File: config.mk
export PLATFORM = sky130hd
export DESIGN_NAME = seg_scan_ctrl_flat
export DESIGN_NICKNAME = d
export VERILOG_FILES = /design/src/rtl/seg_scan_if.sv /design/src/rtl/seg_scan_ctrl.sv /design/src/flat_wrapper.sv
export SDC_FILE = /design/constraint.sdc
export NUM_CORES = 1
export LEC_CHECK = 0
export CORE_UTILIZATION = 50
export CTS_CLUSTER_SIZE = 14
export DETAILED_ROUTE_END_ITERATION = 7
export GPL_TIMING_DRIVEN = 1
export PLACE_DENSITY_LB_ADDON = 0.25
export SLEW_MARGIN = 20
export SYNTH_ARGS = -nofsm -noshare
export SYNTH_HDL_FRONTEND = slang
export SYNTH_SLANG_ARGS = --single-unit
File: constraint.sdc
create_clock -name clk -period 3.9 [get_ports clk]
set_input_delay 0.78 -clock clk [delete_from_list [all_inputs] [get_ports clk]]
set_output_delay 0.78 -clock clk [all_outputs]
set_load 0.005 [all_outputs]
File: src/rtl/seg_scan_if.sv
// Host/display bus for seg_scan_ctrl: digit-register writes in, scan outputs out.
interface seg_scan_if #(
  parameter int NDIG = 4
);
  logic            en;
  logic            wr;
  logic [2:0]      waddr;
  logic [3:0]      wdata;
  logic [6:0]      seg;
  logic [NDIG-1:0] an;
  logic            frame;

  modport master (output en, wr, waddr, wdata, input seg, an, frame);
  modport slave  (input en, wr, waddr, wdata, output seg, an, frame);
endinterface

File: src/rtl/seg_scan_ctrl.sv
// Round-robin seven-segment scan controller with one shared BCD decoder and blank guard slots.
// Optional leading-zero suppression is enabled by defining SEG_SCAN_LEAD_ZERO_BLANK_EN.
module seg_scan_ctrl #(
  parameter int NDIG  = 4,
  parameter int DWELL = 1000,
  parameter int GUARD = 4
) (
  input  logic       clk,
  input  logic       rst,
  seg_scan_if.slave  bus
);
  localparam int CNT_MAX = (DWELL > GUARD) ? DWELL : GUARD;
  localparam int CNT_W   = $clog2(CNT_MAX);
  localparam int IDX_W   = $clog2(NDIG);

  localparam logic [CNT_W-1:0] GUARD_LAST = CNT_W'(GUARD - 1);
  localparam logic [CNT_W-1:0] DWELL_LAST = CNT_W'(DWELL - 1);
  localparam logic [IDX_W-1:0] IDX_LAST   = IDX_W'(NDIG - 1);
  localparam logic [NDIG-1:0]  AN_ONE     = NDIG'(1);

  typedef enum logic [1:0] {
    ST_IDLE,
    ST_GUARD,
    ST_SHOW
  } state_t;

  state_t           state_reg, state_next;
  logic [IDX_W-1:0] idx_reg,   idx_next;
  logic [CNT_W-1:0] cnt_reg,   cnt_next;
  logic [6:0]       seg_reg,   seg_next;
  logic [NDIG-1:0]  an_reg,    an_next;
  logic             frame_reg, frame_next;
  logic [6:0]       show_seg;

  logic [3:0]       digit_reg [NDIG];
  logic [NDIG-1:0]  digit_zero;
`ifdef SEG_SCAN_LEAD_ZERO_BLANK_EN
  logic [NDIG-1:0]  lz_blank;
`endif

  function automatic logic [6:0] decode(input logic [3:0] v);
    case (v)
      4'd0:    decode = 7'b1111110;
      4'd1:    decode = 7'b0110000;
      4'd2:    decode = 7'b1101101;
      4'd3:    decode = 7'b1111001;
      4'd4:    decode = 7'b0110011;
      4'd5:    decode = 7'b1011011;
      4'd6:    decode = 7'b1011111;
      4'd7:    decode = 7'b1110000;
      4'd8:    decode = 7'b1111111;
      4'd9:    decode = 7'b1111011;
      default: decode = 7'b0000000;
    endcase
  endfunction

  // Writes to an index outside 0..NDIG-1 match no register and are dropped.
  generate
    for (genvar gi = 0; gi < NDIG; gi++) begin : g_digit
      always_ff @(posedge clk or posedge rst) begin
        if (rst) begin
          digit_reg[gi] <= 4'd0;
        end else if (bus.wr && (bus.waddr == 3'(gi))) begin
          digit_reg[gi] <= bus.wdata;
        end
      end

      assign digit_zero[gi] = (digit_reg[gi] == 4'd0);

`ifdef SEG_SCAN_LEAD_ZERO_BLANK_EN
      if (gi == 0) begin : g_lsd
        assign lz_blank[gi] = 1'b0;
      end else if (gi == NDIG - 1) begin : g_msd
        assign lz_blank[gi] = digit_zero[gi];
      end else begin : g_mid
        assign lz_blank[gi] = digit_zero[gi] & (&digit_zero[NDIG-1:gi+1]);
      end
`endif
    end
  endgenerate

  always_ff @(posedge clk or posedge rst) begin
    if (rst) begin
      state_reg <= ST_IDLE;
      idx_reg   <= '0;
      cnt_reg   <= '0;
      seg_reg   <= '0;
      an_reg    <= '0;
      frame_reg <= 1'b0;
    end else begin
      state_reg <= state_next;
      idx_reg   <= idx_next;
      cnt_reg   <= cnt_next;
      seg_reg   <= seg_next;
      an_reg    <= an_next;
      frame_reg <= frame_next;
    end
  end

  always_comb begin
    state_next = state_reg;
    idx_next   = idx_reg;
    cnt_next   = cnt_reg;
    seg_next   = seg_reg;
    an_next    = an_reg;
    frame_next = 1'b0;

    // Segment pattern is snapshotted only on SHOW entry.
    show_seg = decode(digit_reg[idx_reg]);
`ifdef SEG_SCAN_LEAD_ZERO_BLANK_EN
    if (lz_blank[idx_reg]) begin
      show_seg = 7'b0000000;
    end
`endif

    if (!bus.en) begin
      state_next = ST_IDLE;
      idx_next   = '0;
      cnt_next   = '0;
      seg_next   = '0;
      an_next    = '0;
    end else begin
      case (state_reg)
        ST_IDLE: begin
          state_next = ST_GUARD;
          idx_next   = '0;
          cnt_next   = '0;
          seg_next   = '0;
          an_next    = '0;
        end
        ST_GUARD: begin
          if (cnt_reg == GUARD_LAST) begin
            state_next = ST_SHOW;
            cnt_next   = '0;
            seg_next   = show_seg;
            an_next    = AN_ONE << idx_reg;
          end else begin
            cnt_next = cnt_reg + CNT_W'(1);
          end
        end
        ST_SHOW: begin
          if (cnt_reg == DWELL_LAST) begin
            state_next = ST_GUARD;
            cnt_next   = '0;
            seg_next   = '0;
            an_next    = '0;
            if (idx_reg == IDX_LAST) begin
              idx_next   = '0;
              frame_next = 1'b1;
            end else begin
              idx_next = idx_reg + IDX_W'(1);
            end
          end else begin
            cnt_next = cnt_reg + CNT_W'(1);
          end
        end
        default: begin
          state_next = ST_IDLE;
          idx_next   = '0;
          cnt_next   = '0;
          seg_next   = '0;
          an_next    = '0;
        end
      endcase
    end
  end

  assign bus.seg   = seg_reg;
  assign bus.an    = an_reg;
  assign bus.frame = frame_reg;
endmodule

File: src/flat_wrapper.sv
// flat-port wrapper written by rule: the top's interface ports become plain ports
module seg_scan_ctrl_flat 
#(
  parameter int NDIG  = 4,
  parameter int DWELL = 1000,
  parameter int GUARD = 4
)
  (clk, rst, bus_en, bus_wr, bus_waddr, bus_wdata, bus_seg, bus_an, bus_frame);
  seg_scan_if #(.NDIG(NDIG)) bus_i ();
  input  logic clk;
  input  logic rst;
  input wire logic [$bits(bus_i.en)-1:0] bus_en;
  input wire logic [$bits(bus_i.wr)-1:0] bus_wr;
  input wire logic [$bits(bus_i.waddr)-1:0] bus_waddr;
  input wire logic [$bits(bus_i.wdata)-1:0] bus_wdata;
  output wire logic [$bits(bus_i.seg)-1:0] bus_seg;
  output wire logic [$bits(bus_i.an)-1:0] bus_an;
  output wire logic [$bits(bus_i.frame)-1:0] bus_frame;
  assign bus_i.en = bus_en;
  assign bus_i.wr = bus_wr;
  assign bus_i.waddr = bus_waddr;
  assign bus_i.wdata = bus_wdata;
  assign bus_seg = bus_i.seg;
  assign bus_an = bus_i.an;
  assign bus_frame = bus_i.frame;
  seg_scan_ctrl #(.NDIG(NDIG), .DWELL(DWELL), .GUARD(GUARD)) u_core (.clk(clk), .rst(rst), .bus(bus_i));
endmodule
==> qor.yml <==
io_pins: 23
netlist_instances: 182
ys_seq_area_frac: 0.481
pwr-share-clk: 0.267
hp-class: "flop to flop"
areaGrowthSynthToFinish_pct: 17.0
die_area_um2: 4640
end_kind: "flop"
initial_core_util: 0.535
clock_sinks: 42
post_cts_resized: 0
p_sw_frac: 0.303
power_frac_seq: 0.440
place_inst: 249
fin_crit_ps: 2550
reg2reg_slack_ps: 1370
synth.distinct_cells: 41
multi_input_area_um2: 1060
die_w_um: 68.1
finish.utilization: 0.626
placed_cell_area_um2: 2450
drive_above_1_share: 0.184
syn-num-nets: 206
gp_congestion: 0.807
setup_viol: 0
skew_ps: 6.95
yosysTopAreaCell: "dfrtp_1"
switching_power_uw: 379
rows: 23
rsz0062_at_grt: "false"
cp_max_fo: 18
synth_commonest_cells: "dfrtp_1, mux2_2, nor3_1"
grt_antenna_before_repair: 0
largest_reg_flops: 16
drtAntennaViolNets: 0
ys_ff_latch: 42
grt_pass1_vias: 1462
power_density_nw_per_um2: 488
ff_latch_area_um2: 1050
fillers: 318
grt_overflow: 0
r2r_cells: 6
max_freq_ghz: 0.393
cap_viol_max_count: 0
slew_viol_final: 0
drt_iter0_drc: 63
cts_tree: "done"
hold_end: "u_core.cnt_reg[0]$_DFF_PP0_"
path_class: "input pin to flop"
r2r_end: "u_core.bus.seg[3]$_DFFE_PP0P_"
root_buffer: "clkbuf_8"
slew_headroom: 0.351
worst_pin_slew_ps: 960
cts_max_level: 2
clk_pin_slew_ps: 80
drt-wirelength-per-cell_um: 15.6
hold_viol_final: 0
grt_max_degree: 43
synth_top_cell_area_share: 0.481
required_ps: 4080
grt_util_all_layers: 0.200
io_buffers: 22
hold_depth: 1
die_h_um: 68.1
routed_wl_um: 4010
layout.cells.non_filler: 257
yosysMostFrequentCell: "dfrtp_1"
syn_avg_cell_area_um2: 12.0
cts_buffer_depth: 2
grt_pass1_wl_um: 6750
vias: 1477
netlist_area_um2: 2190
internal_power_uw: 870
dp_hpwl_um: 2980
reg2reg_from: "u_core.idx_reg[0]$_DFFE_PP0P_"
drc_errors: 0
leakage_uw: 0.00110
synthFlopType: "dfrtp_1"
combPwrFrac: 0.293
start_kind: "input pin"
synth_edf_count: 0
crit_arrival_ps: 2720
outcome: "finished clean"
yosys-top-cells-area: "dfrtp_1, mux2_2, ha_1, nor3_1, mux4_2"
hold_buffers: 0
fin_area_um2: 2560
clock_latency_ps: 290
n_antenna_cell: 0
nets: 230
core_um2: 4090
cts_buffers: 5
ir_worst_vdd_mv: 0.236
synthArstFlopShare: 1.00
fin_setup_tns_ps: 0
yosysWarnings: 0
viasPerCell: 5.75
fin_crit_sh: 0.653
post_cts_buffers: 0
hp-start: "u_core.cnt_reg[0]$_DFF_PP0_"
drt_first_pass_iters: 4
==> how the worst max path moves through the flow <==
stage                                        from                       endpoint  slack [ps]  cells after the start
floorplan           u_core.idx_reg[0]$_DFFE_PP0P_  u_core.bus.seg[3]$_DFFE_PP0P_        1630                      7
global placement                           bus_en  u_core.bus.seg[3]$_DFFE_PP0P_        1130                      5
detailed placement                         bus_en  u_core.bus.seg[1]$_DFFE_PP0P_        1070                      5
CTS                 u_core.idx_reg[0]$_DFFE_PP0P_  u_core.bus.seg[3]$_DFFE_PP0P_        1330                      6
global route          u_core.cnt_reg[0]$_DFF_PP0_  u_core.bus.seg[1]$_DFFE_PP0P_        1160                      5
finish                                     bus_en  u_core.bus.seg[3]$_DFFE_PP0P_        1350                      5
==> power groups by stage <==
stage	Sequential [uW]	Combinational, uW	Clock [uW]
after floorplan	549	248	0
after global placement	553	350	0
after detailed placement	560	369	0
after CTS	551	371	342
after global routing	560	412	359
final	550	366	333
==> per-layer routing <==
metal	vias to the layer above	GRT usage	share of wire
met1	724	0.247	0.46
met5	-	0	0
met3	4	0.0450	0.031
met2	33	0.338	0.50
met4	0	0.0703	0.0097
li1	716	-	-
==> metrics by stage <==
stage          setup slack [ps]  hold slack [ps]  total power, uW
2_1_floorplan              1630              438              797
3_3_place_gp               1130              453              902
3_5_place_dp               1070              462              929
4_1_cts                    1330              473             1260
5_1_grt                    1160              517             1330
6_report                   1350              471             1250
==> cell type report <==
| class | count | area share |
|---|---|---|
| clock buffers | 5 | 0.0269 |
| multi-input cells | 123 | 0.415 |
| flip-flops and latches | 42 | 0.411 |
| well taps | 50 | 0.0245 |
| clock inverters | 3 | 0.0157 |
| inverters | 10 | 0.0147 |
| repair buffers | 24 | 0.0920 |
==> worst max-delay path, cell delays in order <==
cell	delay (ps)
clkdlybuf4s50_1	530
nand2_1	110
a41oi_2	600
nor2_2	330
mux2_4	360
==> cell usage in the layout (no fill, tap or decap), types with 3 or more instances in the layout <==
cell type | synthesis | routed
a31o_2 | 3 | 3
clkbuf_8 | 0 | 5
clkdlybuf4s50_1 | 0 | 22
dfrtp_1 | 42 | 42
ha_1 | 13 | 13
inv_1 | 10 | 10
mux2_2 | 17 | 17
mux2i_1 | 5 | 5
mux4_2 | 3 | 3
nand2_1 | 9 | 9
nand4_1 | 3 | 3
nor2_1 | 4 | 4
nor3_1 | 14 | 14
o21a_1 | 3 | 3
o21ai_0 | 9 | 9
o41ai_1 | 5 | 5
xnor2_1 | 4 | 4
xor2_1 | 4 | 4
==> kinds of logic (layout without fill, tap and decap cells) <==
kind of cell             Yosys count  count (layout)  share of synthesized area
buffers and inverters             17              42                     0.0332
AO/OA/AOI/OAI                     28              28                     0.0973
XOR/XNOR                           8               8                     0.0321
AND/OR/NAND/NOR                   47              47                      0.122
flip-flops                        42              42                      0.481
adder cells (fa/ha/maj)           13              13                     0.0744
multiplexers                      27              27                      0.160
Note: power is estimated with default switching activity, not from simulation.
